[config.mk]
export PLATFORM = sky130hd
export DESIGN_NAME = conv1_layer1_dense_ctrl
export DESIGN_NICKNAME = d
export VERILOG_FILES = /design/src/rtl/conv1_layer1_dense_ctrl.sv
export SDC_FILE = /design/constraint.sdc
export NUM_CORES = 1
export LEC_CHECK = 0
export ABC_AREA = 1
export CORE_MARGIN = 2
export CORE_UTILIZATION = 56
export CTS_CLUSTER_SIZE = 40
export DETAILED_ROUTE_END_ITERATION = 10
export DONT_BUFFER_PORTS = 1
export PLACE_DENSITY_LB_ADDON = 0.1
export SLEW_MARGIN = 15
export SYNTH_ARGS = -nofsm -noshare
export SYNTH_HDL_FRONTEND = slang
export SYNTH_SLANG_ARGS = --single-unit
[constraint.sdc]
create_clock -name clk -period 1.5 [get_ports clk]
set_input_delay 0 -clock clk [delete_from_list [all_inputs] [get_ports clk]]
set_output_delay 0 -clock clk [all_outputs]
set_load 0.02 [all_outputs]
[src/rtl/conv1_layer1_dense_ctrl.sv]
`default_nettype none
// ============================================================================
// Module      : conv1_layer1_dense_ctrl
// Description : Tile sequencer for the conv1 layer-1 dense path. Issues one
//               fetch per tile, tracks source data and multiplier result
//               strobes, hands each result to writeback over valid/ready and
//               flags protocol or timeout errors. One tile is in flight at a
//               time.
// Revision    : 1.0 - initial release
// ============================================================================
module conv1_layer1_dense_ctrl #(
    parameter int NUM_TILES = 16,
    parameter int TIMEOUT   = 255
) (
    input  logic       clk,
    input  logic       rst,
    input  logic       start,
    output logic       mx_start,
    output logic       need_data,
    input  logic       data_v,
    input  logic       mult_res_v,
    output logic       wb_valid,
    input  logic       wb_ready,
    output logic [7:0] tile_idx,
    output logic       busy,
    output logic       done,
    output logic       err
);

    // Index of the final tile of a pass.
    localparam logic [7:0]  c_LAST_TILE  = 8'(NUM_TILES - 1);
    // The wait counter starts at 0 on entry, so the last permitted waiting
    // cycle is the one where it reads TIMEOUT-1.
    localparam logic [15:0] c_WAIT_LIMIT = 16'(TIMEOUT - 1);

    typedef enum logic [2:0] {
        S_IDLE      = 3'd0,
        S_FETCH     = 3'd1,
        S_WAIT_DATA = 3'd2,
        S_WAIT_RES  = 3'd3,
        S_WRITE     = 3'd4,
        S_DONE      = 3'd5
    } state_t;

    state_t      r_state;
    state_t      w_state_next;
    logic [7:0]  r_tile_idx;
    logic [7:0]  w_tile_next;
    logic [15:0] r_wait_cnt;
    logic        r_err;
    logic        w_err_set;
    logic        w_err_clr;
    logic        w_strobe;
    logic        w_timeout;
    logic        w_in_wait;

    logic        r_mx_start;
    logic        r_need_data;
    logic        r_wb_valid;
    logic        r_busy;
    logic        r_done;

    assign w_strobe  = data_v | mult_res_v;
    assign w_in_wait = (r_state == S_WAIT_DATA) || (r_state == S_WAIT_RES);
    assign w_timeout = (r_wait_cnt == c_WAIT_LIMIT);

    // Next-state, tile index and error set/clear decisions; aborts are
    // checked first in every waiting state so they win over any other move.
    always_comb begin
        w_state_next = r_state;
        w_tile_next  = r_tile_idx;
        w_err_set    = 1'b0;
        w_err_clr    = 1'b0;
        case (r_state)
            S_IDLE: begin
                if (w_strobe) begin
                    // Stray source/multiplier strobe while idle: flag and stay.
                    w_err_set = 1'b1;
                end else if (start) begin
                    w_state_next = S_FETCH;
                    w_tile_next  = 8'd0;
                    w_err_clr    = 1'b1;
                end
            end
            S_FETCH: begin
                if (mult_res_v) begin
                    // A result before any data is a protocol violation.
                    w_err_set    = 1'b1;
                    w_state_next = S_IDLE;
                end else if (data_v) begin
                    // Zero-latency source answered in the fetch cycle.
                    w_state_next = S_WAIT_RES;
                end else begin
                    w_state_next = S_WAIT_DATA;
                end
            end
            S_WAIT_DATA: begin
                if (mult_res_v) begin
                    w_err_set    = 1'b1;
                    w_state_next = S_IDLE;
                end else if (data_v) begin
                    w_state_next = S_WAIT_RES;
                end else if (w_timeout) begin
                    w_err_set    = 1'b1;
                    w_state_next = S_IDLE;
                end
            end
            S_WAIT_RES: begin
                if (data_v) begin
                    // Duplicate data for a tile already fetched.
                    w_err_set    = 1'b1;
                    w_state_next = S_IDLE;
                end else if (mult_res_v) begin
                    w_state_next = S_WRITE;
                end else if (w_timeout) begin
                    w_err_set    = 1'b1;
                    w_state_next = S_IDLE;
                end
            end
            S_WRITE: begin
                // Strobes here are flagged but the pass carries on.
                if (w_strobe) begin
                    w_err_set = 1'b1;
                end
                if (wb_ready) begin
                    if (r_tile_idx == c_LAST_TILE) begin
                        w_state_next = S_DONE;
                    end else begin
                        w_tile_next  = r_tile_idx + 8'd1;
                        w_state_next = S_FETCH;
                    end
                end
            end
            S_DONE: begin
                if (w_strobe) begin
                    w_err_set = 1'b1;
                end
                w_state_next = S_IDLE;
            end
            default: begin
                w_state_next = S_IDLE;
            end
        endcase
    end

    // State, tile index, wait counter, sticky error and the state-decoded
    // outputs, all registered from the next-state decision.
    always_ff @(posedge clk) begin
        if (rst) begin
            r_state     <= S_IDLE;
            r_tile_idx  <= 8'd0;
            r_wait_cnt  <= 16'd0;
            r_err       <= 1'b0;
            r_mx_start  <= 1'b0;
            r_need_data <= 1'b0;
            r_wb_valid  <= 1'b0;
            r_busy      <= 1'b0;
            r_done      <= 1'b0;
        end else begin
            r_state    <= w_state_next;
            r_tile_idx <= w_tile_next;

            // Counter restarts on every entry into a waiting state and only
            // advances while the state is unchanged.
            if (w_in_wait && (w_state_next == r_state)) begin
                r_wait_cnt <= r_wait_cnt + 16'd1;
            end else begin
                r_wait_cnt <= 16'd0;
            end

            if (w_err_set) begin
                r_err <= 1'b1;
            end else if (w_err_clr) begin
                r_err <= 1'b0;
            end

            r_need_data <= (w_state_next == S_FETCH);
            r_mx_start  <= (w_state_next == S_FETCH) && (w_tile_next == 8'd0);
            r_wb_valid  <= (w_state_next == S_WRITE);
            r_busy      <= (w_state_next != S_IDLE);
            r_done      <= (w_state_next == S_DONE);
        end
    end

    assign mx_start  = r_mx_start;
    assign need_data = r_need_data;
    assign wb_valid  = r_wb_valid;
    assign busy      = r_busy;
    assign done      = r_done;
    assign err       = r_err;
    assign tile_idx  = r_tile_idx;

endmodule
`default_nettype wire

# After elaboration in Yosys (flattened, before gate mapping)
# Cells that the tools add are included.
# totals
regBits,33
input_bits,6
out_inout_bits,14
wordCells,63
# classes
n_addsub,2
n_eq_ne,11
n_mux,30
bitwise_logic,2
n_reduce_logical,9
# op_table
cell,count
$mux 8,4
$mux 3,9
$add 16x1->16 const B,1
$eq 16x8->1 const B,1
$pmux 8 s2,1
$pmux 3 s5,1
$mux 1,13
$eq 3x3->1 const B,4
$add 8x1->8 const B,1
$eq 8x4->1 const B,1
$logic_not 8->1,1
$eq 3x1->1 const B,2
$eq 3x2->1 const B,2
$pmux 1 s4,1
$eq 3x3->1,1
$logic_not 3->1,1
$reduce_bool 3->1,1
$reduce_or 3->1,1
$logic_and 1x1->1,2
$mux 2,1
$reduce_bool 2->1,1
$reduce_or 2->1,1
$logic_or 1x1->1,1
$not 1->1,1
$or 1x1->1,1

# Longest topological paths before layout
# logic_depth
depth_word,9
mapped_depth,13
mapped_depth_nobuf,12

# Least setup slack after synthesis
# No wires, ideal clock.
# synth_path
path_kind,register to register
from,"reg r_tile_idx[0], in the netlist tile_idx[0]"
to,reg r_wait_cnt[10]
setup_ns,0.116
arrival_ns,1.533
required_time_ns,1.384
setup_slack_ns,-0.150
path_stages_with_launch,12
path_buffers,1
period_less_slack_ns,1.650
path_cell_list,dfxtp_1 -> ha_1 -> nand3_1 -> o21bai_1 -> nand2_1 -> nand2_1 -> inv_1 -> nand3_1 -> nor2_4 -> nand2_4 -> buf_6 -> nor2_2
# synth_via
elab_chain_len,8
# synth_rtl
element,line_no,source
from (decl),47,logic [7:0] r_tile_idx;
from (signal assigned),161,r_tile_idx <= w_tile_next;
$eq 8x4->1,126,if (r_tile_idx == c_LAST_TILE) begin
$mux 3,126,
$mux 3,125,if (wb_ready) begin
$pmux 3 s5,74,case (r_state)
$eq 3x3->1,165,if (w_in_wait && (w_state_next == r_state)) begin
$logic_and 1x1->1,165,
$not 1->1 (no line),--,
$reduce_or 2->1 (no line),--,
to (signal assigned),166,r_wait_cnt <= r_wait_cnt + 16'd1;
to (decl),49,logic [15:0] r_wait_cnt;
# No other way between the ends.
# A chain may end at the register's enable or synchronous reset.

# Worst setup path in the final report
# layout_path
from,reg r_state[0]
to,reg r_wait_cnt[1]
# layout_via
elab_chain_len,8
elab_cells_between_ends,19
classes_between,eq/ne (5); mux (9); bitwise (1); reduce/logical (4)
# layout_rtl
element,line_no,source
from (decl),45,state_t r_state;
from (signal assigned),160,r_state <= w_state_next;
$mux 3,"103, 115",
$mux 3 (on tied branches),"113, 101",
$mux 3 (on tied branches),"109, 98",
$pmux 3 s5,74,
$eq 3x3->1,165,
$logic_and 1x1->1 (*),165,
$not 1->1 (no line) (*),--,
$reduce_or 2->1 (no line) (*),--,
# Every way passes the cells marked *; elsewhere a longest branch is shown, timed or not.

==> flow_summary.yaml <==
power:
  p_switching_uw: 412
  internal_power_uw: 1320
  switching_share_pct: 23.8
  irDropWorstVdd_mv: 0.534
  seq_power_share_pct: 51.4
  p_clk_share_pct: 42.4
  p_per_area_nw_per_um2: 640
  p_leak_uw: 0.00109
  combinationalPowerShare_pct: 6.2
timing:
  skew_ns: 0.0179
  hold_viol: 0
  drv_slew: 0
  setup_viol: 23
  fin_crit_sh_pct: 121
  timing.slew.headroom_pct: 54.1
  worstMarginPinSlew_ns: 0.686
  rsz0062_at_grt: "yes"
  min_period_ns: 1.81
  hold_slack_ns: 0.0305
  setup_slack_ns: -0.311
  max_freq_ghz: 0.552
placed_design:
  gp_congestion: 0.854
  dpl_cell_area_um2: 2150
  hpwl_mm: 3.05
  port_buffers: 0
  placedCellCount: 348
yosys:
  ys_seq_elements: 33
  syn_area_um2: 1800
  syn_nets: 275
  postSynthAreaPerCell_um2: 6.76
  ys_seq_area_share_pct: 36.7
  ys_types: 22
  synthCells: 266
  yosys_warnings: 0
floorplan:
  initial_core_util_pct: 58.9
  ioPinCount: 20
  dieArea_um2: 3680
  chipHeight_um: 60.7
  die_w_um: 60.7
  core-area_um2: 3050
  rows: 20
route:
  viasPerCell: 5.73
  first_pass_iters: 5
  drc_errors: 0
  num_vias: 2133
  antenna_left: 0
  wl_mm: 6.46
  dr.first_iter.drc_count: 314
  wire_per_inst_um: 17.4
final_layout:
  area_growth_pct: 50.0
  final_core_util_pct: 88.4
  antenna_cells: 0
  final_cells: 372
  final_cell_area_um2: 2700
  drive_above_1_share_pct: 43.3
  layout.nets: 336
cts:
  path_clk_slew_ns: 0.12
  cts_htree_levels: 2
  cts_buffers: 5
  clockBufferDepth: 2
  insertion_delay_ns: 0.36
  cts_root_buffer: "clkbuf_4"
  cts_tree: "done"
  cts_sinks: 33
worst_hold_path:
  hold_path_class: "in -> reg"
worst_setup_path:
  cp-end-kind: "register"
  cp-start-kind: "register"
  crit_arrival_ns: 2.10
  crit_required_ns: 1.78
  path_class: "reg -> reg"
  crit_fanout: 8
  r2r_slack_ns: -0.31
global_routing:
  grt_pass1_vias: 1734
  grt_overflow: 0
  grt_max_degree: 14
  antenna_found_initial: 0
  grt_pass1_wl_mm: 7.59
  grt.total_usage_pct: 28.1
run_status:
  status: "finished with violations"
  violations: "setup timing"
run:
  max-cap-violations: 0
==> Yosys cell counts <==
cell type	instances	area, µm²
nor3_2	2	20.0
nor3_1	7	35.0
xor2_1	13	114
nor2_4	1	11.3
nor2_2	11	68.8
nand2_4	1	11.3
o21bai_1	2	15.0
nand3_1	22	110
nand3b_1	1	7.51
nor2_1	42	158
ha_1	3	37.5
buf_6	1	11.3
o21ai_0	8	40.0
a21oi_1	8	40.0
clkbuf_1	1	3.75
nand4_1	8	50.1
inv_1	41	154
xnor2_1	3	26.3
dfxtp_1	33	661
inv_2	1	3.75
nand2_1	54	203
nand2_2	3	18.8
==> cell families after synthesis <==
logic type / count (synthesis) / share of synthesized area [%]
buffers and inverters: 44 / 9.60
flip-flops: 33 / 36.7
adder cells (fa/ha/maj): 3 / 2.09
XOR/XNOR: 16 / 7.79
AO/OA/AOI/OAI: 18 / 5.29
AND/OR/NAND/NOR: 152 / 38.5
==> metal layers <==
layer  wire, µm  GRT usage [%]  share of wire [%]
met2       3040           44.9                 47
met4        420           12.1                6.5
met3        530           6.82                8.2
met5          0              0                  0
met1       2470           36.2                 38
==> power by group through the flow <==
stage | registers [µW] | clock network, µW | logic (µW)
2_1_floorplan | 908 | 0 | 39.5
3_3_place_gp | 909 | 0 | 55.0
3_5_place_dp | 909 | 0 | 55.9
4_1_cts | 889 | 723 | 84.5
5_1_grt | 888 | 777 | 113
6_report | 887 | 733 | 108
==> worst max-delay path: stages (launching register included) <==
cell,delay (ns)
dfxtp_2,0.38
inv_2,0.08
nor2_1,0.22
nand2_1,0.14
nand2_1,0.13
nand3_1,0.10
nand2_1,0.09
nor2_2,0.06
nand2_2,0.10
nand2_2,0.08
nand2_4,0.13
nand2_8,0.10
nor2_4,0.11
==> sequential cells by signal (all words and copies together), names as in the netlist <==
signal / cells
r_wait_cnt: 16
tile_idx: 8
r_state: 3
busy: 1
done: 1
err: 1
mx_start: 1
need_data: 1
wb_valid: 1
==> path summary, 6_finish.rpt <==
path	from	to	depth (start not counted)
worst max-delay path	r_state[0]$_SDFF_PP0_	r_wait_cnt[1]$_SDFF_PP0_	12
worst min-delay path	wb_ready	tile_idx[5]$_SDFF_PP0_	6
worst max register to register	r_state[0]$_SDFF_PP0_	r_wait_cnt[1]$_SDFF_PP0_	12
worst min register to register	r_wait_cnt[0]$_SDFF_PP0_	r_wait_cnt[0]$_SDFF_PP0_	2
==> cell usage in the layout (no fill, tap or decap), types with 2 or more instances in the layout <==
master,n
ha_4,2
xnor2_1,3
nand2_1,43
buf_6,3
nor3_2,5
xor2_1,13
nand3_1,9
nand3_2,12
o21ai_0,4
nor2_1,28
nand2_8,2
nor3_1,3
a21oi_1,5
clkbuf_4,5
inv_1,35
dlygate4sd3_1,4
nor2_2,15
o21ai_2,3
buf_4,48
nand2_2,10
dfxtp_2,3
dfxtp_4,4
a21oi_2,2
o21bai_1,2
nor2_4,11
nand4_1,8
dfxtp_1,26
inv_2,6
nand2_4,4
==> repair_timing <==
action / 4_1_cts / 5_1_grt
gates cloned: 1 / 0
hold endpoints to repair: 17 / 0
hold buffers: 4 / 0
resized for setup: 29 / 62
pin swaps: 19 / 27
setup buffers: 9 / 2
endpoints found under the setup margin: 18 / 25
==> per-stage QoR <==
step                      total power (µW)  setup TNS, ns  worst slack, ns
after floorplan                        947              0          0.00984
after global placement                 964         -0.796          -0.0598
after detailed placement               965         -0.840          -0.0682
after CTS                             1700        -0.0450          -0.0123
after global routing                  1780          -5.47           -0.291
final                                 1730          -5.32           -0.311
==> cell type report <==
cell class	instances	area, µm²
multi-input combinational	190	1280
sequential	33	679
timing repair buffer	55	434
fill	159	354
inverter	42	160
tap	44	55.1
clock buffer	6	51.3
clock inverter	2	37.5
(Power assumes the default switching activity.)
